File: src/rtl/codec_i2c_pkg.sv
// codec_i2c_pkg
// Shared definitions for the I2C codec control-port responder:
//   - DEV_ADDR     : 7-bit target address that is ACKed
//   - REG_RST_IDX  : register index whose write clears the register file
//   - NUM_REGS     : register file depth
//   - DATA_W       : register value width
//   - state_t      : responder FSM state encoding
package codec_i2c_pkg;

    localparam logic [6:0] DEV_ADDR    = 7'h1A;
    localparam logic [3:0] REG_RST_IDX = 4'hF;
    localparam int         NUM_REGS    = 16;
    localparam int         DATA_W      = 9;

    typedef enum logic [2:0] {
        ST_IDLE,
        ST_ADDR,
        ST_ACK_A,
        ST_BYTE1,
        ST_ACK_1,
        ST_BYTE2,
        ST_ACK_2,
        ST_IGNORE
    } state_t;

endpackage

File: src/rtl/i2c_line_sync.sv
// i2c_line_sync
// Brings the asynchronous SCL/SDA pair into the i_clk domain and produces
// single-cycle event pulses.
//   i_clk, i_rst_n   : system clock, asynchronous active-low reset
//   i_scl, i_sda     : raw bus lines (asynchronous)
//   o_sda            : synchronized (optionally filtered) SDA level
//   o_start, o_stop  : START / STOP condition pulses
//   o_scl_rise/_fall : SCL edge pulses
// Optional macro I2C_GLITCH_FILTER_EN adds a 3-sample persistence filter
// after each synchronizer (+2 cycles of latency, rejects pulses < 3 cycles).
module i2c_line_sync (
    input  logic i_clk,
    input  logic i_rst_n,
    input  logic i_scl,
    input  logic i_sda,
    output logic o_sda,
    output logic o_start,
    output logic o_stop,
    output logic o_scl_rise,
    output logic o_scl_fall
);

    // [0] first flop, [1] synchronized value. Reset to 1 (idle bus) so that
    // leaving reset never fabricates an edge.
    logic [1:0] scl_sync_q;
    logic [1:0] sda_sync_q;
    // Last accepted level; also the filter's held output when filtering.
    logic       scl_prev_q;
    logic       sda_prev_q;
    logic       scl_cur;
    logic       sda_cur;

    always_ff @(posedge i_clk or negedge i_rst_n) begin
        if (!i_rst_n) begin
            scl_sync_q <= 2'b11;
            sda_sync_q <= 2'b11;
        end else begin
            scl_sync_q <= {scl_sync_q[0], i_scl};
            sda_sync_q <= {sda_sync_q[0], i_sda};
        end
    end

`ifdef I2C_GLITCH_FILTER_EN
    logic [1:0] scl_hist_q;
    logic [1:0] sda_hist_q;

    always_ff @(posedge i_clk or negedge i_rst_n) begin
        if (!i_rst_n) begin
            scl_hist_q <= 2'b11;
            sda_hist_q <= 2'b11;
        end else begin
            scl_hist_q <= {scl_hist_q[0], scl_sync_q[1]};
            sda_hist_q <= {sda_hist_q[0], sda_sync_q[1]};
        end
    end

    // A new level is accepted only once three consecutive samples agree.
    always_comb begin
        scl_cur = scl_prev_q;
        sda_cur = sda_prev_q;
        if (scl_sync_q[1] == scl_hist_q[0] && scl_hist_q[0] == scl_hist_q[1])
            scl_cur = scl_sync_q[1];
        if (sda_sync_q[1] == sda_hist_q[0] && sda_hist_q[0] == sda_hist_q[1])
            sda_cur = sda_sync_q[1];
    end
`else
    always_comb begin
        scl_cur = scl_sync_q[1];
        sda_cur = sda_sync_q[1];
    end
`endif

    always_ff @(posedge i_clk or negedge i_rst_n) begin
        if (!i_rst_n) begin
            scl_prev_q <= 1'b1;
            sda_prev_q <= 1'b1;
        end else begin
            scl_prev_q <= scl_cur;
            sda_prev_q <= sda_cur;
        end
    end

    // START/STOP need SCL high on both sides of the SDA transition.
    assign o_sda      = sda_cur;
    assign o_start    = scl_cur & scl_prev_q & sda_prev_q & ~sda_cur;
    assign o_stop     = scl_cur & scl_prev_q & ~sda_prev_q & sda_cur;
    assign o_scl_rise = scl_cur & ~scl_prev_q;
    assign o_scl_fall = ~scl_cur & scl_prev_q;

endmodule

File: src/rtl/i2c_codec_responder.sv
// i2c_codec_responder
// I2C write-only target emulating the audio codec control port. Each 3-byte
// write (address, {reg[6:0],data[8]}, data[7:0]) commits one 9-bit register.
//   i_clk, i_rst_n   : system clock (>= 8x SCL), async active-low reset
//   i_scl, i_sda     : bus lines (asynchronous)
//   o_sda_oe         : 1 = pull SDA low
//   o_reg_wr         : one-cycle commit strobe
//   o_reg_addr/data  : last committed address / value
//   o_busy           : high between START and STOP
//   o_nack           : one-cycle pulse per NACKed byte
//   i_rd_addr        : readback index; o_rd_data = regs[i_rd_addr] (1 cycle)
//   o_dbg_state      : current FSM state
// Optional macro I2C_GLITCH_FILTER_EN (forwarded to i2c_line_sync).
module i2c_codec_responder
    import codec_i2c_pkg::*;
(
    input  logic              i_clk,
    input  logic              i_rst_n,
    input  logic              i_scl,
    input  logic              i_sda,
    output logic              o_sda_oe,
    output logic              o_reg_wr,
    output logic [6:0]        o_reg_addr,
    output logic [DATA_W-1:0] o_reg_data,
    output logic              o_busy,
    output logic              o_nack,
    input  logic [3:0]        i_rd_addr,
    output logic [DATA_W-1:0] o_rd_data,
    output state_t            o_dbg_state
);

    logic sda_lvl, start_p, stop_p, scl_rise, scl_fall;

    i2c_line_sync u_line_sync (
        .i_clk      (i_clk),
        .i_rst_n    (i_rst_n),
        .i_scl      (i_scl),
        .i_sda      (i_sda),
        .o_sda      (sda_lvl),
        .o_start    (start_p),
        .o_stop     (stop_p),
        .o_scl_rise (scl_rise),
        .o_scl_fall (scl_fall)
    );

    state_t            state_q;
    logic [3:0]        bit_cnt_q;
    logic [7:0]        shift_q;
    logic [6:0]        addr_hold_q;
    logic              data8_q;
    logic              sda_oe_q;
    logic              busy_q;
    logic              nack_q;
    logic              reg_wr_q;
    logic [6:0]        reg_addr_q;
    logic [DATA_W-1:0] reg_data_q;
    logic [DATA_W-1:0] rd_data_q;
    logic [DATA_W-1:0] regs_q [NUM_REGS];

    always_ff @(posedge i_clk or negedge i_rst_n) begin
        if (!i_rst_n) begin
            state_q     <= ST_IDLE;
            bit_cnt_q   <= 4'd0;
            shift_q     <= 8'd0;
            addr_hold_q <= 7'd0;
            data8_q     <= 1'b0;
            sda_oe_q    <= 1'b0;
            busy_q      <= 1'b0;
            nack_q      <= 1'b0;
            reg_wr_q    <= 1'b0;
            reg_addr_q  <= 7'd0;
            reg_data_q  <= '0;
            rd_data_q   <= '0;
            for (int i = 0; i < NUM_REGS; i++) regs_q[i] <= '0;
        end else begin
            reg_wr_q  <= 1'b0;
            nack_q    <= 1'b0;
            rd_data_q <= regs_q[i_rd_addr];

            // Bus conditions outrank bit sampling in the same cycle.
            if (start_p) begin
                state_q   <= ST_ADDR;
                bit_cnt_q <= 4'd0;
                busy_q    <= 1'b1;
                sda_oe_q  <= 1'b0;
            end else if (stop_p) begin
                state_q   <= ST_IDLE;
                bit_cnt_q <= 4'd0;
                busy_q    <= 1'b0;
                sda_oe_q  <= 1'b0;
            end else begin
                case (state_q)
                    ST_ADDR, ST_BYTE1, ST_BYTE2: begin
                        if (scl_rise) begin
                            shift_q   <= {shift_q[6:0], sda_lvl};
                            bit_cnt_q <= bit_cnt_q + 4'd1;
                        end else if (scl_fall && bit_cnt_q == 4'd8) begin
                            bit_cnt_q <= 4'd0;
                            sda_oe_q  <= 1'b1;
                            if (state_q == ST_ADDR) begin
                                if (shift_q[7:1] == DEV_ADDR && !shift_q[0]) begin
                                    state_q <= ST_ACK_A;
                                end else begin
                                    // Not for us: leave SDA released and treat the
                                    // 9th clock as part of IGNORE's byte framing.
                                    sda_oe_q  <= 1'b0;
                                    nack_q    <= 1'b1;
                                    bit_cnt_q <= 4'd8;
                                    state_q   <= ST_IGNORE;
                                end
                            end else if (state_q == ST_BYTE1) begin
                                addr_hold_q <= shift_q[7:1];
                                data8_q     <= shift_q[0];
                                state_q     <= ST_ACK_1;
                            end else begin
                                state_q <= ST_ACK_2;
                            end
                        end
                    end
                    ST_ACK_A, ST_ACK_1, ST_ACK_2: begin
                        if (scl_fall) begin
                            sda_oe_q  <= 1'b0;
                            bit_cnt_q <= 4'd0;
                            if (state_q == ST_ACK_A) begin
                                state_q <= ST_BYTE1;
                            end else if (state_q == ST_ACK_1) begin
                                state_q <= ST_BYTE2;
                            end else begin
                                reg_wr_q   <= 1'b1;
                                reg_addr_q <= addr_hold_q;
                                reg_data_q <= {data8_q, shift_q};
                                if (addr_hold_q[3:0] == REG_RST_IDX) begin
                                    for (int i = 0; i < NUM_REGS; i++) regs_q[i] <= '0;
                                end else begin
                                    regs_q[addr_hold_q[3:0]] <= {data8_q, shift_q};
                                end
                                state_q <= ST_IGNORE;
                            end
                        end
                    end
                    ST_IGNORE: begin
                        // Count 9 clocks per byte; NACK at the end of bit 8.
                        if (scl_rise) begin
                            bit_cnt_q <= bit_cnt_q + 4'd1;
                        end else if (scl_fall) begin
                            if (bit_cnt_q == 4'd8) nack_q <= 1'b1;
                            else if (bit_cnt_q == 4'd9) bit_cnt_q <= 4'd0;
                        end
                    end
                    default: ;
                endcase
            end
        end
    end

    assign o_sda_oe    = sda_oe_q;
    assign o_reg_wr    = reg_wr_q;
    assign o_reg_addr  = reg_addr_q;
    assign o_reg_data  = reg_data_q;
    assign o_busy      = busy_q;
    assign o_nack      = nack_q;
    assign o_rd_data   = rd_data_q;
    assign o_dbg_state = state_q;

endmodule

File: config.mk
export PLATFORM = sky130hd
export DESIGN_NAME = i2c_codec_responder
export DESIGN_NICKNAME = d
export VERILOG_FILES = /design/src/rtl/codec_i2c_pkg.sv /design/src/rtl/i2c_line_sync.sv /design/src/rtl/i2c_codec_responder.sv
export SDC_FILE = /design/constraint.sdc
export NUM_CORES = 1
export LEC_CHECK = 0
export BUFFER_PORTS_ARGS = -buffer_cell sky130_fd_sc_hd__buf_2
export CELL_PAD_IN_SITES_DETAIL_PLACEMENT = 1
export CELL_PAD_IN_SITES_GLOBAL_PLACEMENT = 2
export CORE_MARGIN = 3
export CORE_UTILIZATION = 43
export DETAILED_ROUTE_END_ITERATION = 16
export PLACE_DENSITY_LB_ADDON = 0.05
export SLEW_MARGIN = 25
export SYNTH_ARGS = -nofsm -noshare
export SYNTH_HDL_FRONTEND = slang
export SYNTH_SLANG_ARGS = --single-unit
File: constraint.sdc
create_clock -name i_clk -period 3 [get_ports i_clk]
set_clock_uncertainty 0.05 [all_clocks]
set_input_delay 0.9 -clock i_clk [delete_from_list [all_inputs] [get_ports i_clk]]
set_output_delay 0.9 -clock i_clk [all_outputs]
set_load 0.05 [all_outputs]
Word-level counts from Yosys, hierarchy flattened. Index checks and enable logic that the tools add are counted. W data, S select, Z words.

Input bits: 8. Flip-flop bits (word level): 202. Word-level logic and storage cells: 143.

Bitwise gates (word level): 19. Multiplexer cells: 56. $lt $le $gt $ge: 3. Add/subtract/negate cells: 1. Reduce and logical (&&, ||, !) cells: 14. Eq/ne operators: 18.

Operators by type and width (number): $bwmux W144 (1); $mux W144 (1); $mux W4 (11); $bmux W9 S4 (1); $demux W9 S4 (1); $mux W9 (3); $mux W1 (24); $mux W3 (8); $ne A5 B5 Y1 const B (4); $eq A3 B3 Y1 const B (4); $eq A4 B4 Y1 const B (3); $ne A4 B4 Y1 const B (3); $pmux W4 S3 (1); $reduce_and A6 Y1 (2); $ge A5 B5 Y1 const B (2); $not A1 Y1 (10); $not A4 Y5 (2); $reduce_and A4 Y1 (2); $and A1 B1 Y1 (7); $eq A7 B5 Y1 const B (1); $reduce_and A7 Y1 (1); $eq A3 B2 Y1 const B (2); $pmux W3 S2 (1); $reduce_or A3 Y1 (2); other kinds (10) (14).

Logic depth before layout (Yosys ltp). Gate-level depths: netlist (run 1).

Depth in word-level cells: 9. Gate-level depth with buffers: 10. Gate-level depth less buffers: 8.

Modules after synthesis. A second synthesis (run 1) with hierarchy kept.

Cell total of the unflattened synthesis: 647. Area total of the unflattened synthesis: 9032.4 um2.

Modules (own cells, without submodules): i2c_codec_responder (area an instance 8842.2 um2, instances 1, cells an instance 637); i2c_line_sync (area an instance 190.2 um2, instances 1, cells an instance 10).

Worst setup path after synthesis (run 1). Ideal clock, no wire load.

Kind: input port to flip-flop. Start point: in i_rd_addr[1]. End point: reg rd_data_q[0] (netlist: o_rd_data[0]). Required time: 2.812 ns. Cell stages on the path: 4. Buffers on the path: 2. Slack: 0.488 ns. Arrival time: 2.324 ns. Setup time: 0.138 ns. Path through: clkbuf_1 -> buf_1 -> mux4_2 -> mux4_2.

Longest elaborated chain between the ends: 4.

RTL lines: start, declared (RTL line i2c_codec_responder.sv:27) `input logic [3:0] i_rd_addr,`; $not A4 Y5 (not written as such) (RTL line i2c_codec_responder.sv:78) `rd_data_q <= regs_q[i_rd_addr];`; $bmux W9 S4 (RTL line i2c_codec_responder.sv:78); $mux W9 (not written as such) (2 in series) (RTL line i2c_codec_responder.sv:78); end signal, assigned (RTL line i2c_codec_responder.sv:78); end, declared (RTL line i2c_codec_responder.sv:57) `logic [DATA_W-1:0] rd_data_q;`.

No other way between the ends. The select of a mux whose other input is x is not followed. A chain may end at the register's enable or synchronous reset.

Final worst setup path (run 1).
Start point: reg u_line_sync.scl_prev_q. End point: reg regs_q[20] in the netlist's numbering.

Longest elaborated chain between the ends: 5.

RTL lines: start, declared (RTL line i2c_line_sync.sv:28) `logic scl_prev_q;`; start signal, assigned (RTL line i2c_line_sync.sv:78) `scl_prev_q <= scl_cur;`; $and A1 B1 Y1 (RTL line i2c_line_sync.sv:85, i2c_line_sync.sv:86); $and A1 B1 Y1 (on tied branches) (2 in series) (RTL line i2c_line_sync.sv:86, i2c_line_sync.sv:85); $not A1 Y1 (no line); $reduce_and A6 Y1 (no line) *; end signal, assigned by index (RTL line i2c_codec_responder.sv:135) `regs_q[addr_hold_q[3:0]] <= {data8_q, shift_q};`; end, declared (RTL line i2c_codec_responder.sv:58) `logic [DATA_W-1:0] regs_q [NUM_REGS];`.

Every way passes the cells marked *; elsewhere a longest branch is shown, timed or not.

==> impl_metrics.yaml, run 1 <==
die:
  start_util: 0.445
  die_h_um: 152
  rows: 52
  core_area_mm2: 0.0206
  io_pins: 40
  die_area_mm2: 0.0231
  dieWidth_um: 152
setup_path:
  cp-end-kind: "flop"
  crit_path_max_fanout: 18
  crit_chain: "ha_1, nand4b_1, a21o_4, inv_2, nand4_2, nand2_1, o21ai_0"
  timing.rr.start: "u_line_sync.scl_prev_q"
  arrival_ns: 2.87
  crit_type: "flop to flop"
  critPathLaunchType: "flop"
  rr_worst_depth: 7
  slowest_stage: "dfstp_2"
  worst-r2r-setup-slack_ns: 0.43
  crit-reg2reg-capture: "regs_q[20]"
  worstPathRequired_ns: 3.30
  crit_start: "u_line_sync.scl_prev_q"
  critical_path.max_stage_delay_ns: 0.54
clock_tree:
  cts_root_buffer: "clkbuf_16"
  cts_made_buffers: 23
  ctsResizeCount: 0
  post-cts-setup-buffer-count: 0
  clkSlewWorstSetupHoldPaths_ns: 0.06
  cts_buffer_depth: 3
  h-tree-depth: 1
  cts_sinks: 202
  cts_tree: "built"
  worstSkewPairLatency_ns: 0.51
  ctsHoldBuffers: 0
grt:
  antenna_found_initial: 0
  grt_pass1_wl_um: 42900
  track_usage: 0.238
  grt_overflow: 0
  grt_max_degree: 66
  grt_pass1_vias: 6766
power_and_ir_drop:
  leakagePower_nw: 4.89
  peakVddDrop_mv: 0.584
  pwr-share-seq: 0.429
  powerDensity_mw_per_mm2: 679
  switching_share: 0.312
  pwr-share-comb: 0.195
  internal_power_mw: 4.87
  switching_power_mw: 2.21
  clkPwrFrac: 0.376
layout:
  n_antenna_cell: 0
  layout-drive-gt1-share: 0.266
  nets: 759
  area_delta_synth_final_pct: 13.6
synth:
  synth_top_area_frac: 0.535
  synthMuxAreaShare: 0.142
  synthArstFlopShare: 1.00
  synthSimpleGateAreaFrac: 0.117
  synth-seq-cells: 202
  ys_top_cells_by_area: "dfrtp_1 (53%), mux4_2 (11%), a22o_1 (8.6%)"
  synth_top_area_cell: "dfrtp_1"
  synthCells: 711
  synth-adder-area-share: 0.00818
  synth_nets: 725
  synth_area_mm2: 0.00918
  yosysWarnings: 0
  synth_cell_types: 58
  ys.flop_type: "dfrtp_1"
  synth_top_family_by_area: "multiplexers"
  ys_seq_area_frac: 0.552
  synth_compound_area_frac: 0.139
  synth-edff-count: 0
  avgSynthCellArea_um2: 12.9
  synthXorXnorAreaFrac: 0.00273
sta:
  rsz0062_at_grt: "no"
  setup_viol: 0
  drv_slew: 0
  max_slew_margin: 0.419
  fin_crit_sh: 0.857
  timing.setup.tns_ns: 0
  clock.fmax_ghz: 0.389
  whs_ns: 0.306
  tightest_slew_ns: 0.871
  finalCriticalPeriod_ns: 2.57
  hold_violations: 0
placement:
  numPortBuffers: 39
  globalplace.congestion: 0.856
  dpl.hpwl_um: 18600
hold_path:
  hold_depth: 0
  hp-start: "u_line_sync.sda_sync_q[0]"
  hold_class: "flop to flop"
  hold-path-endpoint: "u_line_sync.sda_sync_q[1]"
route:
  viasPerCell: 5.97
  drc: 0
  drt_first_pass_iters: 4
  dr_total_vias: 6138
  wire_per_inst_um: 26.3
  ant_nets: 0
  wl_um: 27000
  drtIter0Drc: 344
run_status:
  status: "complete, no violations"
job:
  drv_cap: 0
-- through the flow --
| step | cell area, µm² | util | worst slack [ns] | cells | power (mW) |
|---|---|---|---|---|---|
| 6_report | 10400 | 0.505 | 0.430 | 1028 | 7.08 |
| 5_1_grt | 10400 | 0.505 | 0.172 | 1028 | 7.43 |
| 4_1_cts | 10400 | 0.505 | 0.397 | 1028 | 7.16 |
| 3_5_place_dp | 9720 | 0.471 | 0.377 | 990 | 4.48 |
| 3_3_place_gp | 9720 | 0.471 | 0.400 | 990 | 4.44 |
| 2_1_floorplan | 9180 | - | 0.488 | 711 | 3.94 |
-- cells in the final DEF (no fill, tap or decap), types with 2 or more instances in the layout --
cell type	netlist	final
a21oi_1	5	5
a22o_1	90	90
a32oi_1	9	9
and3_1	2	2
and4b_1	2	2
buf_12	0	6
buf_2	9	38
buf_4	7	22
clkbuf_1	31	7
clkbuf_16	0	23
clkbuf_8	0	5
clkinv_2	0	3
dfrtp_1	196	196
dfstp_2	6	6
ha_1	6	6
inv_1	19	19
mux2_2	25	25
mux4_2	45	45
nand2_1	84	84
nand2b_1	32	32
nand3_1	7	7
nand4_1	2	2
nor2_1	5	5
nor2_2	7	7
nor2_4	2	2
nor2b_1	19	19
nor3_1	7	7
nor3_2	3	2
nor3_4	4	5
nor4_4	2	2
o211ai_1	2	2
o21ai_0	40	40
o31ai_1	2	2
o32a_1	3	3
or2_2	2	2
-- synth_stat cells, types with 3 or more instances --
library cell	instances
nor2b_1	19
dfrtp_1	196
nor2_2	7
inv_1	19
nor2_1	5
nand2b_1	32
a22o_1	90
nand3_1	7
dfstp_2	6
clkbuf_1	31
ha_1	6
buf_2	9
buf_6	4
a32oi_1	9
buf_1	7
nor3_1	7
nor3_2	3
o32a_1	3
o21ai_0	40
nor3_4	4
nand2_1	84
mux2_2	25
buf_4	7
mux4_2	45
a21oi_1	5
-- routing by layer --
layer  vias up  wire, µm  global-route usage
li1       2669         -                   -
met1      3202     11000               0.331
met2       206     12800               0.377
met3        61      1920              0.0429
met4         0      1200              0.0873
met5         -         0                   0
-- worst max-delay path by stage --
stage                        end  slack, ns  cells past startpoint
finish                regs_q[20]       0.43                      7
global route          regs_q[19]       0.17                      7
CTS                   regs_q[19]       0.40                      7
detailed placement  o_rd_data[6]       0.38                      4
global placement    o_rd_data[8]       0.40                      4
floorplan           o_rd_data[0]       0.49                      4
-- critical path, delay by kind of cell, from the launching register on --
kind	cells	cell delay, ns
fa+ha+maj	1	0.23
simple gates	3	0.90
compound gates	2	0.45
buf+inv	1	0.23
flops	1	0.54
-- kinds of logic after synthesis --
logic type | count (synthesis)
simple gates | 189
buf+inv | 78
xor+xnor | 2
mux | 71
compound gates | 163
fa+ha+maj | 6
flops | 202
-- power groups by stage --
| stage | clock network [mW] | registers [mW] | logic, mW |
|---|---|---|---|
| after floorplan | 0 | 3.09 | 0.850 |
| after global placement | 0 | 3.08 | 1.36 |
| after detailed placement | 0 | 3.09 | 1.39 |
| after CTS | 2.72 | 3.04 | 1.40 |
| after global routing | 2.86 | 3.07 | 1.51 |
| final | 2.66 | 3.04 | 1.38 |
-- layout make-up --
type                       instances  area (µm²)
fill                            2112       10200
sequential                       202        5060
multi-input combinational        431        3760
clock buffer                      34         657
timing repair buffer              67         489
tap                              270         338
inverter                          20        75.1
clock inverter                     4        45.0
-- state kept, by name, summed over array words and instances (netlist names), 2 cells and up --
| register | flops |
|---|---|
| addr_hold_q | 7 |
| bit_cnt_q | 4 |
| o_dbg_state | 3 |
| o_rd_data | 9 |
| o_reg_addr | 7 |
| o_reg_data | 9 |
| regs_q | 144 |
| shift_q | 8 |
| u_line_sync.scl_sync_q | 2 |
| u_line_sync.sda_sync_q | 2 |
(Power assumes the default switching activity.)
==> run 2: changes to the inputs <==
--- a/config.mk
+++ b/config.mk
@@ -10,8 +10,10 @@
 export CELL_PAD_IN_SITES_GLOBAL_PLACEMENT = 2
 export CORE_MARGIN = 3
 export CORE_UTILIZATION = 43
+export CTS_BUF_LIST = sky130_fd_sc_hd__clkbuf_16
 export DETAILED_ROUTE_END_ITERATION = 16
 export PLACE_DENSITY_LB_ADDON = 0.05
+export SKIP_CTS_REPAIR_TIMING = 1
 export SLEW_MARGIN = 25
 export SYNTH_ARGS = -nofsm -noshare
 export SYNTH_HDL_FRONTEND = slang
==> impl_metrics.yaml, run 2 (synthesis gave the netlist of run 1 again) <==
route:
  viasPerCell: 6.01
  wire_per_inst_um: 26.3
  drtIter0Drc: 310
  drt_first_pass_iters: 4
  ant_nets: 0
  drc: 0
  wl_um: 27100
  dr_total_vias: 6174
sta:
  whs_ns: 0.307
  tightest_slew_ns: 0.905
  drv_slew: 0
  rsz0062_at_grt: "no"
  fin_crit_sh: 0.854
  max_slew_margin: 0.397
  finalCriticalPeriod_ns: 2.56
  timing.setup.tns_ns: 0
  setup_viol: 0
  hold_violations: 0
  clock.fmax_ghz: 0.390
placement:
  dpl.cell_count: 990
  globalplace.congestion: 0.856
  dpl.hpwl_um: 18600
  numPortBuffers: 39
layout:
  final_cells: 1028
  largest_register_ffs: 144
  layout-drive-gt1-share: 0.261
  seq_area_mm2: 0.00506
  utilization: 0.504
  nets: 759
  layout_commonest_cell: "dfrtp_1"
  top_register: "regs_q"
  final_cell_mix: "dfrtp_1 (196), a22o_1 (90), nand2_1 (84)"
  n_antenna_cell: 0
  multi_input_area_mm2: 0.00376
  area_delta_synth_final_pct: 13.2
  nFillCells: 2116
power_and_ir_drop:
  clkPwrFrac: 0.365
  switching_share: 0.318
  peakVddDrop_mv: 0.604
  fin_total_pwr_mw: 6.96
  pwr-share-seq: 0.437
  pwr-share-comb: 0.199
  switching_power_mw: 2.22
  powerDensity_mw_per_mm2: 670
  leakagePower_nw: 4.90
  internal_power_mw: 4.75
setup_path:
  cp-end-kind: "flop"
  slowest_stage: "dfstp_2"
  crit_type: "flop to flop"
  crit_path_max_fanout: 18
  path_buf_inv: 1
  critPathLaunchType: "flop"
  crit_chain: "ha_1, nand4b_1, a21o_4, inv_2, nand4_2, nand2_1, o21ai_0"
  cp_top_family: "simple AND/OR/NAND/NOR gates"
  worstPathRequired_ns: 3.31
  critical_path.max_stage_delay_ns: 0.54
  crit_cells: 7
  rr_worst_depth: 7
  arrival_ns: 2.88
die:
  dieWidth_um: 152
  core_area_mm2: 0.0206
  io_pins: 40
  die_h_um: 152
  rows: 52
  die_area_mm2: 0.0231
  start_util: 0.445
clock_tree:
  worstSkewPairLatency_ns: 0.51
  cts_sinks: 202
  cts_made_buffers: 23
  h-tree-depth: 1
  cts_tree: "built"
  clkSlewWorstSetupHoldPaths_ns: 0.06
  cts_buffer_depth: 3
  cts_root_buffer: "clkbuf_16"
run_status:
  status: "complete, no violations"
hold_path:
  hold_depth: 0
  hold_class: "flop to flop"
grt:
  track_usage: 0.239
  grt_max_degree: 66
  grt_pass1_wl_um: 43000
  grt_overflow: 0
  antenna_found_initial: 0
  grt_pass1_vias: 6757
job:
  drv_cap: 0
[run 2: changes by cell type in the layout (fill, tap and decap cells not counted)]
cell      before  now
clkbuf_8       5    1
clkbuf_1       7    0
clkinv_1       0    4
inv_1         19   26
[run 2: area by class of cell]
type / count / area share
Multi-Input combinational cell: 431 / 0.362
Clock inverter: 15 / 0.00831
Inverter: 20 / 0.00723
Sequential cell: 202 / 0.487
Clock buffer: 23 / 0.0554
Tap cell: 270 / 0.0325
Timing Repair Buffer: 67 / 0.0471
[run 2: worst register-to-register path: stages, from the launching register on]
cell      delay (ns)
dfstp_2         0.54
ha_1            0.24
nand4b_1        0.19
a21o_4          0.34
inv_2           0.24
nand4_2         0.49
nand2_1         0.24
o21ai_0         0.10
[run 2: path summary, 6_finish.rpt]
check                                          start                        end  slack, ns
setup / recovery              u_line_sync.scl_prev_q                 regs_q[19]       0.44
hold / removal             u_line_sync.sda_sync_q[0]  u_line_sync.sda_sync_q[1]       0.31
setup reg to reg              u_line_sync.scl_prev_q                 regs_q[19]       0.44
hold reg to reg            u_line_sync.sda_sync_q[0]  u_line_sync.sda_sync_q[1]       0.31
max in group asynchronous                    i_rst_n     u_line_sync.scl_prev_q       1.78
min in group asynchronous                    i_rst_n                regs_q[107]       0.37
[run 2: through the flow]
stage               setup WS (ns)  instance area (µm²)
floorplan                   0.488                 9180
global placement            0.400                 9720
detailed placement          0.377                 9720
CTS                         0.398                10400
global route                0.179                10400
finish                      0.437                10400
[run 2: routing by layer]
layer,global-route usage,share of wire,vias to the layer above
met2,0.378,0.47,169
met1,0.333,0.44,3277
met4,0.0873,0.044,0
met5,0,0,-
li1,-,-,2663
met3,0.0415,0.046,65
[run 2: power by group through the flow]
stage | registers, mW | clock network, mW | logic, mW
floorplan | 3.09 | 0 | 0.850
global placement | 3.08 | 0 | 1.36
detailed placement | 3.09 | 0 | 1.39
CTS | 3.04 | 2.59 | 1.40
global route | 3.07 | 2.73 | 1.51
finish | 3.04 | 2.54 | 1.38
